[src/rtl/mem_port_arbiter.sv]
// Serializes single-beat fetch and data transactions onto one memory port, alternating on contention.
// mem_valid follows the grant edge; completion pulses one cycle after mem_ready or a TIMEOUT-cycle abort; other requests wait.
module mem_port_arbiter #(
  parameter int AW      = 32,
  parameter int DW      = 32,
  parameter int TIMEOUT = 16
) (
  input  logic          clk,
  input  logic          reset,
  input  logic          i_req,
  input  logic [AW-1:0] i_addr,
  output logic          i_ready,
  output logic [DW-1:0] i_rdata,
  output logic          i_err,
  input  logic          d_req,
  input  logic          d_we,
  input  logic [AW-1:0] d_addr,
  input  logic [DW-1:0] d_wdata,
  output logic          d_ready,
  output logic [DW-1:0] d_rdata,
  output logic          d_err,
  output logic          mem_valid,
  output logic          mem_we,
  output logic [AW-1:0] mem_addr,
  output logic [DW-1:0] mem_wdata,
  input  logic          mem_ready,
  input  logic [DW-1:0] mem_rdata,
  output logic          busy
);

  localparam logic [1:0] S_IDLE  = 2'd0;
  localparam logic [1:0] S_IBUSY = 2'd1;
  localparam logic [1:0] S_DBUSY = 2'd2;

  localparam int CW = $clog2(TIMEOUT);
  localparam logic [CW-1:0] CNT_LAST = CW'(TIMEOUT - 1);

  logic [1:0]    state_q, state_d;
  logic          last_d_q, last_d_d;
  logic [CW-1:0] cnt_q, cnt_d;
  logic          mem_valid_q, mem_valid_d;
  logic          mem_we_q, mem_we_d;
  logic [AW-1:0] mem_addr_q, mem_addr_d;
  logic [DW-1:0] mem_wdata_q, mem_wdata_d;
  logic          i_ready_q, i_ready_d, i_err_q, i_err_d;
  logic [DW-1:0] i_rdata_q, i_rdata_d;
  logic          d_ready_q, d_ready_d, d_err_q, d_err_d;
  logic [DW-1:0] d_rdata_q, d_rdata_d;

  // A port whose completion pulse is showing this cycle has not retired its request yet.
  logic i_elig, d_elig;
  assign i_elig = i_req && !i_ready_q;
  assign d_elig = d_req && !d_ready_q;

  always_comb begin
    logic grant_i, grant_d, done;
    logic [DW-1:0] rdata;
    state_d     = state_q;
    last_d_d    = last_d_q;
    cnt_d       = cnt_q;
    mem_valid_d = mem_valid_q;
    mem_we_d    = mem_we_q;
    mem_addr_d  = mem_addr_q;
    mem_wdata_d = mem_wdata_q;
    i_ready_d   = 1'b0;
    i_err_d     = 1'b0;
    i_rdata_d   = '0;
    d_ready_d   = 1'b0;
    d_err_d     = 1'b0;
    d_rdata_d   = '0;
    grant_i     = 1'b0;
    grant_d     = 1'b0;
    done        = 1'b0;
    rdata       = '0;
    case (state_q)
      S_IDLE: begin
        if (i_elig && d_elig) begin
          grant_d = !last_d_q;
          grant_i = last_d_q;
        end else begin
          grant_i = i_elig;
          grant_d = d_elig;
        end
        if (grant_d) begin
          state_d     = S_DBUSY;
          last_d_d    = 1'b1;
          cnt_d       = '0;
          mem_valid_d = 1'b1;
          mem_we_d    = d_we;
          mem_addr_d  = d_addr;
          mem_wdata_d = d_wdata;
        end else if (grant_i) begin
          state_d     = S_IBUSY;
          last_d_d    = 1'b0;
          cnt_d       = '0;
          mem_valid_d = 1'b1;
          mem_we_d    = 1'b0;
          mem_addr_d  = i_addr;
          mem_wdata_d = '0;
        end
      end
      S_IBUSY, S_DBUSY: begin
        done = mem_ready || (cnt_q == CNT_LAST);
        // Timed-out transactions and writes return zero data.
        rdata = (mem_ready && !mem_we_q) ? mem_rdata : '0;
        if (done) begin
          state_d     = S_IDLE;
          mem_valid_d = 1'b0;
          if (state_q == S_IBUSY) begin
            i_ready_d = 1'b1;
            i_err_d   = !mem_ready;
            i_rdata_d = rdata;
          end else begin
            d_ready_d = 1'b1;
            d_err_d   = !mem_ready;
            d_rdata_d = rdata;
          end
        end else begin
          cnt_d = cnt_q + CW'(1);
        end
      end
      default: state_d = S_IDLE;
    endcase
  end

  always_ff @(posedge clk or negedge reset) begin
    if (!reset) begin
      state_q     <= S_IDLE;
      last_d_q    <= 1'b0;
      cnt_q       <= '0;
      mem_valid_q <= 1'b0;
      mem_we_q    <= 1'b0;
      mem_addr_q  <= '0;
      mem_wdata_q <= '0;
      i_ready_q   <= 1'b0;
      i_err_q     <= 1'b0;
      i_rdata_q   <= '0;
      d_ready_q   <= 1'b0;
      d_err_q     <= 1'b0;
      d_rdata_q   <= '0;
    end else begin
      state_q     <= state_d;
      last_d_q    <= last_d_d;
      cnt_q       <= cnt_d;
      mem_valid_q <= mem_valid_d;
      mem_we_q    <= mem_we_d;
      mem_addr_q  <= mem_addr_d;
      mem_wdata_q <= mem_wdata_d;
      i_ready_q   <= i_ready_d;
      i_err_q     <= i_err_d;
      i_rdata_q   <= i_rdata_d;
      d_ready_q   <= d_ready_d;
      d_err_q     <= d_err_d;
      d_rdata_q   <= d_rdata_d;
    end
  end

  assign mem_valid = mem_valid_q;
  assign mem_we    = mem_we_q;
  assign mem_addr  = mem_addr_q;
  assign mem_wdata = mem_wdata_q;
  assign i_ready   = i_ready_q;
  assign i_err     = i_err_q;
  assign i_rdata   = i_rdata_q;
  assign d_ready   = d_ready_q;
  assign d_err     = d_err_q;
  assign d_rdata   = d_rdata_q;
  assign busy      = (state_q != S_IDLE);

endmodule

[config.mk]
export PLATFORM = sky130hd
export DESIGN_NAME = mem_port_arbiter
export DESIGN_NICKNAME = d
export VERILOG_FILES = /design/src/rtl/mem_port_arbiter.sv
export SDC_FILE = /design/constraint.sdc
export NUM_CORES = 1
export LEC_CHECK = 0
export CAP_MARGIN = 20
export CORE_MARGIN = 2
export CORE_UTILIZATION = 40
export CTS_CLUSTER_SIZE = 16
export DETAILED_ROUTE_END_ITERATION = 10
export PLACE_DENSITY = 0.86
export SLEW_MARGIN = 0
export SYNTH_ARGS = -nofsm -noshare
export SYNTH_HDL_FRONTEND = slang
export SYNTH_SLANG_ARGS = --single-unit
[constraint.sdc]
create_clock -name clk -period 2.25 [get_ports clk]
set_clock_uncertainty 0.2 [all_clocks]
set_input_delay 0.5625 -clock clk [delete_from_list [all_inputs] [get_ports clk]]
set_output_delay 0.5625 -clock clk [all_outputs]
set_load 0.01 [all_outputs]
==> impl_metrics.py <==
metrics = {
    "logic_synthesis": {
        "ys_seq_area_frac": 0.668,
        "ys.warnings.count": 0,
        "syn_inst": 423,
        "syn_nets": 560,
        "synth.ff_latch_count": 141,
        "synth_edf_count": 0,
        "ys_types": 36,
        "synth_area_per_cell_sq_um": 12.5,
        "synthArstFlopShare": 1.00,
        "ys.flop_type": "dfrtp_1",
        "netlist_area_sq_um": 5280,
    },
    "clock_tree": {
        "cts_buffers": 17,
        "cts.sinks": 141,
        "cts.path.max_buffers": 2,
        "h-tree-depth": 4,
        "cts_tree": "done",
        "postCtsSetupBuffers": 0,
        "clk_latency_ps": 410,
        "cts_root_buf": "clkbuf_16",
        "path_clk_slew_ps": 60,
    },
    "grt": {
        "antenna_found_initial": 0,
        "grt_pass1_wl_mm": 24.5,
        "grt_use_total": 0.223,
        "grt_max_degree": 65,
        "grt_pass1_vias": 4662,
        "grt-ovfl-total": 0,
    },
    "critical_path": {
        "start_kind": "flip-flop",
        "critPathBufInv": 1,
        "required_ps": 1490,
        "r2r_cells": 5,
        "r2r-end": "d_rdata[14]",
        "reg2reg_setup_slack_ps": 170,
        "crit_chain": "clkdlybuf4s50_1",
        "r2r_start": "state_q[0]",
        "crit_type": "flip-flop to output port",
        "crit_family": "buffers and inverters",
        "crit_arrival_ps": 1410,
        "critPathMaxStageDelay_ps": 600,
        "crit_path_max_fanout": 3,
        "crit_slowest_cell": "clkdlybuf4s50_1",
        "critPathCaptureType": "output port",
    },
    "timing": {
        "timing.final.crit_share": 0.968,
        "fmax_mhz": 459,
        "relSlewSlack": 0.560,
        "slew_viol_final": 0,
        "fin_setup_tns_ps": 0,
        "hold_viol": 0,
        "rsz0062_at_grt": "no",
        "setup_viol": 0,
        "worst_pin_slew_ps": 658,
        "whs_ps": 293,
        "setup_ws_ps": 72.6,
        "min_period_ps": 2180,
    },
    "worst_hold_path": {
        "hold_path_depth": 1,
        "hold_start": "mem_wdata[2]",
        "holdPathEnd": "mem_wdata[2]",
        "min_path_type": "flip-flop to flip-flop",
    },
    "finish": {
        "syn_to_final_growth_pct": 67.7,
        "drive_above_1_share": 0.0750,
        "fin_nets": 833,
        "antennaDiodeCount": 0,
        "instances_no_fill": 879,
    },
    "die": {
        "io_pins": 269,
        "dieArea_sq_um": 14100,
        "die_w_um": 119,
        "coreArea_sq_um": 12800,
        "start_util": 0.414,
        "rows": 41,
        "die_h_um": 119,
    },
    "detailed_routing": {
        "route.vias.total": 4509,
        "postRouteWirelength_mm": 15.2,
        "dr.pass1.iters": 4,
        "wl_per_cell_um": 17.3,
        "drc_errors": 0,
        "ant_nets": 0,
        "drt_iter0_drc": 360,
        "vias_per_cell": 5.13,
    },
    "power_and_ir_drop": {
        "ir_worst_vdd_mv": 0.691,
        "p_leak_nw": 4.24,
        "power.total_mw": 10.5,
        "powerDensity_nw_per_um2": 1180,
    },
    "placed_design": {
        "io_buffers": 268,
        "place_inst": 848,
        "post-place-ws_ps": -67.7,
        "place_congestion": 0.853,
        "dp_hpwl_mm": 10.9,
    },
    "flow_run": {
        "maxCapViolCount": 0,
    },
    "status": {
        "status": "finished clean",
    },
}
registers in the layout (all words and copies together), names as in the netlist:
register / cells
mem_valid: 1
mem_we: 1
i_rdata: 32
last_d_q: 1
d_rdata: 32
mem_addr: 32
mem_wdata: 32
state_q: 2
i_err: 1
cnt_q: 4
d_ready: 1
i_ready: 1
d_err: 1
worst max-delay path by stage:
stage,start,cells after the start,endpoint,slack (ps)
finish,i_ready,1,i_ready,70
global route,state_q[0],5,d_rdata[14],30
CTS,state_q[0],4,busy,10
detailed placement,mem_ready,5,d_rdata[14],-70
global placement,d_req,6,mem_wdata[28],-30
floorplan,i_req,6,mem_wdata[10],510
through the flow:
step / util / cell area (sq um)
after floorplan: - / 5280
after CTS: 0.694 / 8870
after detailed placement: 0.644 / 8230
after global placement: 0.644 / 8230
after global routing: 0.694 / 8860
final: 0.694 / 8860
final cells by class:
class	count	area (sq um)
inverters	37	139
repair buffers	285	2900
fillers	850	3910
flip-flops and latches	141	3530
well taps	172	215
clock buffers	19	433
clock inverters	11	193
multi-input cells	214	1460
what timing repair did:
action                                  CTS  global route
hold buffers                              1             0
gates resized for setup                   1             2
endpoints found under the setup margin    1             1
hold endpoints to repair                 40             0
synth_stat cells (2+ instances only):
library cell	n	area [sq um]
a21oi_1	2	10.0
and3_1	66	413
nor2b_1	3	18.8
buf_4	2	15.0
dfrtp_1	141	3530
nand2b_1	2	12.5
ha_1	3	37.5
o21ai_1	2	10.0
a22o_1	33	289
clkbuf_1	13	48.8
buf_6	4	45.0
nor3_1	4	20.0
clkbuf_2	4	20.0
inv_1	37	139
o22ai_1	2	12.5
a31oi_1	5	31.3
o21ai_0	34	170
buf_2	8	40.0
a22oi_1	32	240
nand3_1	3	15.0
and4b_1	2	20.0
nand2_1	5	18.8
nor2_1	3	11.3
worst reg2reg max path, delay by kind of cell (launching register included):
kind	cells	cell delay [ps]
adders and majority gates	1	430
buffers and inverters	1	70
DFF	1	360
and+or+nand+nor	3	960
power breakdown:
| group | internal (mW) | switching [mW] | total [mW] |
|---|---|---|---|
| combinational | 2.10 | 1.78 | 3.88 |
| sequential | 3.23 | 0.402 | 3.64 |
| clock | 1.95 | 1.03 | 2.98 |
cell families (layout without fill, tap and decap cells):
kind of cell    count (synthesis)  count (layout)  share of synthesized area
buf+inv                        68             352                     0.0583
flops                         141             141                      0.668
compound gates                115             115                      0.153
fa+ha+maj                       3               3                    0.00710
simple gates                   96              96                      0.114
metal layers:
| metal | vias up | global-route usage | share of wire |
|---|---|---|---|
| met4 | 0 | 0.119 | 0.038 |
| met5 | - | 0 | 0 |
| met1 | 2203 | 0.266 | 0.38 |
| met2 | 207 | 0.374 | 0.52 |
| li1 | 2051 | - | - |
| met3 | 48 | 0.0517 | 0.058 |
layout by cell type (no fill, tap or decap), types with 3 or more instances in the layout:
master,synthesis,final
a22o_1,33,33
a22oi_1,32,32
a31oi_1,5,5
and3_1,66,66
buf_12,0,7
buf_4,2,9
bufinv_16,0,5
clkbuf_16,0,17
clkdlybuf4s50_1,0,266
dfrtp_1,141,141
ha_1,3,3
inv_1,37,37
nand2_1,5,5
nand3_1,3,3
nor2_1,3,3
nor3_1,4,4
o21ai_0,34,34
Note: power is estimated with default switching activity, not from simulation.
